===== src/rtl/vec3_op_sequencer.sv =====
// vec3_op_sequencer: runs ADD/SCALE/DOT/CROSS on vec3 operands through one shared fixed-point multiplier.
// Multiply ops spend N issue cycles plus one drain cycle in MUL so the last product is written back before WB.
module vec3_op_sequencer #(
    parameter int WORD_WIDTH = 32,
    parameter int FRAC_BITS  = 16
) (
    input  logic                    clk,
    input  logic                    rst,
    input  logic                    in_valid,
    output logic                    in_ready,
    input  logic [1:0]              in_op,
    input  logic [3*WORD_WIDTH-1:0] in_a,
    input  logic [3*WORD_WIDTH-1:0] in_b,
    input  logic [WORD_WIDTH-1:0]   in_s,
    output logic                    out_valid,
    input  logic                    out_ready,
    output logic [3*WORD_WIDTH-1:0] out_res,
    output logic                    busy
);
    localparam int W = WORD_WIDTH;
    typedef enum logic [1:0] {IDLE, MUL, WB, DONE} state_t;
    state_t                state_q;
    logic [1:0]            op_q;
    logic signed [W-1:0]   a_q [3];
    logic signed [W-1:0]   b_q [3];
    logic signed [W-1:0]   s_q;
    logic [W-1:0]          res_q [3];
    logic [W-1:0]          p_q;
    logic [2:0]            k_q;
    logic                  out_valid_q;
    logic [2:0]            n;
    logic [1:0]            kk;
    logic [1:0]            ai;
    logic [1:0]            bi;
    logic signed [W-1:0]   ma;
    logic signed [W-1:0]   mb;
    logic signed [2*W-1:0] prod;
    logic [W-1:0]          p_d;
    logic [2:0]            j;
    logic [1:0]            jc;
    logic [W-1:0]          wv;
    // k_q is the issue index; writeback targets product j = k_q-1
    always_comb begin
        n    = (op_q == 2'd3) ? 3'd6 : 3'd3;
        kk   = (k_q[1:0] == 2'd3) ? 2'd0 : k_q[1:0];
        ai   = (op_q != 2'd3) ? kk : (k_q == 3'd0 || k_q == 3'd5) ? 2'd1 : (k_q == 3'd1 || k_q == 3'd2) ? 2'd2 : 2'd0;
        bi   = (op_q != 2'd3) ? kk : (k_q == 3'd0 || k_q == 3'd3) ? 2'd2 : (k_q == 3'd1 || k_q == 3'd4) ? 2'd1 : 2'd0;
        ma   = a_q[ai];
        mb   = (op_q == 2'd1) ? s_q : b_q[bi];
        prod = ma * mb;
        p_d  = W'(prod >>> FRAC_BITS);
        j    = k_q - 3'd1;
        jc   = (op_q == 2'd3) ? j[2:1] : (op_q == 2'd2) ? 2'd0 : j[1:0];
        wv   = (op_q == 2'd2) ? res_q[0] + p_q : (op_q == 2'd3 && j[0]) ? res_q[jc] - p_q : p_q;
    end
    always_ff @(posedge clk) begin
        if (rst) begin
            state_q     <= IDLE;
            out_valid_q <= 1'b0;
            p_q         <= '0;
            k_q         <= '0;
            op_q        <= '0;
            for (int i = 0; i < 3; i++) res_q[i] <= '0;
        end else begin
            case (state_q)
                IDLE: if (in_valid) begin
                    op_q    <= in_op;
                    s_q     <= in_s;
                    k_q     <= '0;
                    state_q <= (in_op == 2'd0) ? WB : MUL;
                    for (int i = 0; i < 3; i++) begin
                        a_q[i]   <= in_a[(2-i)*W +: W];
                        b_q[i]   <= in_b[(2-i)*W +: W];
                        res_q[i] <= (in_op == 2'd0) ? in_a[(2-i)*W +: W] + in_b[(2-i)*W +: W] : '0;
                    end
                end
                MUL: begin
                    if (k_q != 3'd0) res_q[jc] <= wv;
                    p_q <= p_d;
                    k_q <= k_q + 3'd1;
                    if (k_q == n) state_q <= WB;
                end
                WB: begin
                    out_valid_q <= 1'b1;
                    state_q     <= DONE;
                end
                DONE: if (out_ready) begin
                    out_valid_q <= 1'b0;
                    state_q     <= IDLE;
                end
                default: state_q <= IDLE;
            endcase
        end
    end
    assign in_ready  = (state_q == IDLE);
    assign busy      = (state_q != IDLE);
    assign out_valid = out_valid_q;
    assign out_res   = {res_q[0], res_q[1], res_q[2]};
endmodule


===== config.mk =====
export PLATFORM = sky130hd
export DESIGN_NAME = vec3_op_sequencer
export DESIGN_NICKNAME = d
export VERILOG_FILES = /design/src/rtl/vec3_op_sequencer.sv
export SDC_FILE = /design/constraint.sdc
export NUM_CORES = 2
export LEC_CHECK = 0
export CORE_MARGIN = 10
export CORE_UTILIZATION = 45
export CTS_CLUSTER_DIAMETER = 80
export DETAILED_ROUTE_END_ITERATION = 12
export PLACE_DENSITY_LB_ADDON = 0.2
export SYNTH_ARGS = -nofsm -noshare
export SYNTH_HDL_FRONTEND = slang
export SYNTH_SLANG_ARGS = --single-unit

===== constraint.sdc =====
create_clock -name clk -period 27.1 [get_ports clk]
set_input_delay 5.42 -clock clk [delete_from_list [all_inputs] [get_ports clk]]
set_output_delay 5.42 -clock clk [all_outputs]
set_load 0.05 [all_outputs]

==> impl_metrics.yaml <==
floorplan:
  die_w_um: 359
  dieArea_um2: 129000
  initial_core_util_pct: 45.3
  ios: 329
  core-area_um2: 114000
  placementRows: 124
  fp.dieH_um: 359
clock_tree:
  holdBufCountCts: 0
  cts_buffers: 48
  clkTransAtPathRegs_ps: 60
  insertion_delay_ps: 660
  cts_resized: 0
  cts_setup_buffers: 0
  cts_tree: "yes"
  cts_max_level: 2
  cts.path.max_buffers: 3
  cts_num_sinks: 392
  cts-root-buf: "clkbuf_16"
yosys:
  ys_warn_count: 0
  syn_area_per_cell_um2: 9.45
  synth_cells: 5478
  ys_ff_latch: 392
  syn_area_um2: 51800
  synth_nets: 6881
  yosysSeqAreaShare_pct: 22.0
  synth_ff_type: "edfxtp_1"
  synth_edf_count: 352
  synth.distinct_cells: 89
  synth_async_sr_flop_share_pct: 0
cells_and_area:
  drive_above_1_share_pct: 4.93
  nets: 7141
  fill_cells: 10600
  area_growth_pct: 13.9
global_routing:
  grt_pass1_wl_mm: 293
  grt-ovfl-total: 0
  grt_max_degree: 163
  antenna_found_initial: 2
  grtUsageTotal_pct: 30.5
  grt_pass1_vias: 43500
sta:
  setup_viol: 0
  fin_crit_ps: 11940
  finalSetupTns_ps: 0
  hold_viol: 0
  fin_crit_sh_pct: 44.1
  final.setup.worst_slack_ps: 15160
  rsz0062_at_grt: "false"
  tightest_slew_ps: 1300
  relSlewSlack_pct: 10.8
  fin_skew_ps: 51.8
  final-max-slew-violation-count: 0
  max_freq_mhz: 83.7
route:
  firstDrtPassIters: 7
  wire_per_inst_um: 27.5
  vias: 42500
  routed_via_density: 5.83
  drt_iter0_drc: 4803
  wirelength_mm: 201
  drc: 0
  ant_nets: 0
placed_design:
  globalplace.congestion: 0.977
  io_buffers: 328
  hpwl_mm: 159
  dp_slack_ps: 15440
worst_setup_path:
  worstSetupEndpoint: "p_q[27]"
  r2r_slack_ps: 15160
  crit_buf_inv: 5
  crit_family: "compound AO/OA/AOI/OAI gates"
  max_stage_delay_ps: 1020
  end_kind: "flip-flop"
  worstPathArrival_ps: 12470
  worstRegToRegCells: 29
  r2r_end: "p_q[27]"
  cp_common_cell: "fa_1"
  cpMaxStageDelayCell: "a2111oi_0"
  criticalPathCategory: "reg2reg"
  start_kind: "flip-flop"
  crit_start: "op_q[1]"
  path_depth: 29
  r2r_start: "op_q[1]"
  cp_max_fo: 66
  crit_required_ps: 27620
run_status:
  outcome: "finished clean"
flow_run:
  drv_cap: 0
min_path:
  hold_depth: 2
  hold_class: "reg2reg"
metrics by stage:
stage | cells | utilization, % | instance area (µm²) | hold WS, ps
2_1_floorplan | 5478 | - | 51800 | 460
3_3_place_gp | 7200 | 50.1 | 57200 | 502
3_5_place_dp | 7200 | 50.1 | 57200 | 500
4_1_cts | 7290 | 51.6 | 58900 | 509
5_1_grt | 7290 | 51.6 | 58900 | 554
6_report | 7292 | 51.6 | 58900 | 509
area by class of cell:
| cell class | count | area, µm² | area share (%) |
|---|---|---|---|
| multi-input cells | 3971 | 36400 | 61.8 |
| flip-flops and latches | 392 | 11400 | 19.3 |
| repair buffers | 457 | 4260 | 7.23 |
| inverters | 868 | 3260 | 5.53 |
| well taps | 1512 | 1890 | 3.21 |
| clock buffers | 63 | 1350 | 2.29 |
| clock inverters | 27 | 363 | 0.616 |
| diodes | 2 | 5.00 | 0.00849 |
synth_stat cells, types with 20 or more instances:
| cell type | n | share of area (%) |
|---|---|---|
| a21o_1 | 104 | 1.5 |
| a21oi_1 | 207 | 2.0 |
| a221oi_1 | 21 | 0.36 |
| a31oi_1 | 43 | 0.52 |
| and2_1 | 25 | 0.30 |
| and3_1 | 44 | 0.53 |
| buf_1 | 20 | 0.15 |
| clkbuf_1 | 208 | 1.5 |
| dfxtp_1 | 40 | 1.5 |
| edfxtp_1 | 352 | 20 |
| fa_1 | 843 | 33 |
| ha_1 | 330 | 8.0 |
| inv_1 | 868 | 6.3 |
| mux2i_1 | 65 | 1.3 |
| nand2_1 | 759 | 5.5 |
| nand2b_1 | 31 | 0.37 |
| nand3_1 | 48 | 0.46 |
| nand4_1 | 20 | 0.24 |
| nor2_1 | 597 | 4.3 |
| nor2b_1 | 24 | 0.29 |
| nor3_1 | 29 | 0.28 |
| o21a_1 | 69 | 1.0 |
| o21ai_0 | 158 | 1.5 |
| o21ai_1 | 36 | 0.35 |
| o21bai_1 | 29 | 0.42 |
| o22ai_1 | 43 | 0.52 |
| o31ai_1 | 25 | 0.36 |
| xnor2_1 | 130 | 2.2 |
| xor2_1 | 72 | 1.2 |
cell usage in the layout, fill, tap and decap left out, types with 72 or more instances in the layout:
cell type        netlist  layout
inv_1                868     868
fa_1                 843     843
nand2_1              759     759
nor2_1               597     595
edfxtp_1             352     352
ha_1                 330     328
clkdlybuf4s50_1        0     327
a21oi_1              207     205
o21ai_0              158     145
xnor2_1              130     130
buf_4                  4     128
a21o_1               104     104
xor2_1                72      72
state kept, by name, summed over array words and instances (netlist names):
register,count
p_q,32
b_q,96
res_q,128
out_valid,1
a_q,96
state_q,2
k_q,3
op_q,2
s_q,32
cell families after synthesis:
| kind of cell | share of synthesized area (%) |
|---|---|
| AOI/OAI and AO/OA | 11.4 |
| muxes | 1.28 |
| and+or+nand+nor | 13.1 |
| adders and majority gates | 40.6 |
| xor gates and xnor gates | 3.49 |
| DFF | 22.0 |
| buffers and inverters | 8.15 |
tightest hold or removal path, delay by kind of cell, from the launching register on:
family	cells	cell delay [ps]
flip-flops	1	340
AND/OR/NAND/NOR	1	70
AO/OA/AOI/OAI	1	50
metal layers:
metal	routed length [µm]	share of wire [%]	vias to the layer above	track usage (%)
met1	81300	41	21500	41.3
met5	0	0	-	0
met3	23200	12	423	8.44
met2	87800	44	2391	46.5
met4	8310	4.1	0	10.9
li1	-	-	18200	-
how the worst min path moves through the flow:
| stage | startpoint | endpoint |
|---|---|---|
| CTS | state_q[0] | state_q[0] |
| global placement | state_q[0] | state_q[0] |
| finish | state_q[0] | state_q[0] |
| detailed placement | state_q[0] | state_q[0] |
| floorplan | p_q[29] | p_q[29] |
| global route | state_q[0] | state_q[0] |
Power is not shown: default switching activity piles up to over one toggle a cycle in this logic, so the estimate is an artifact.
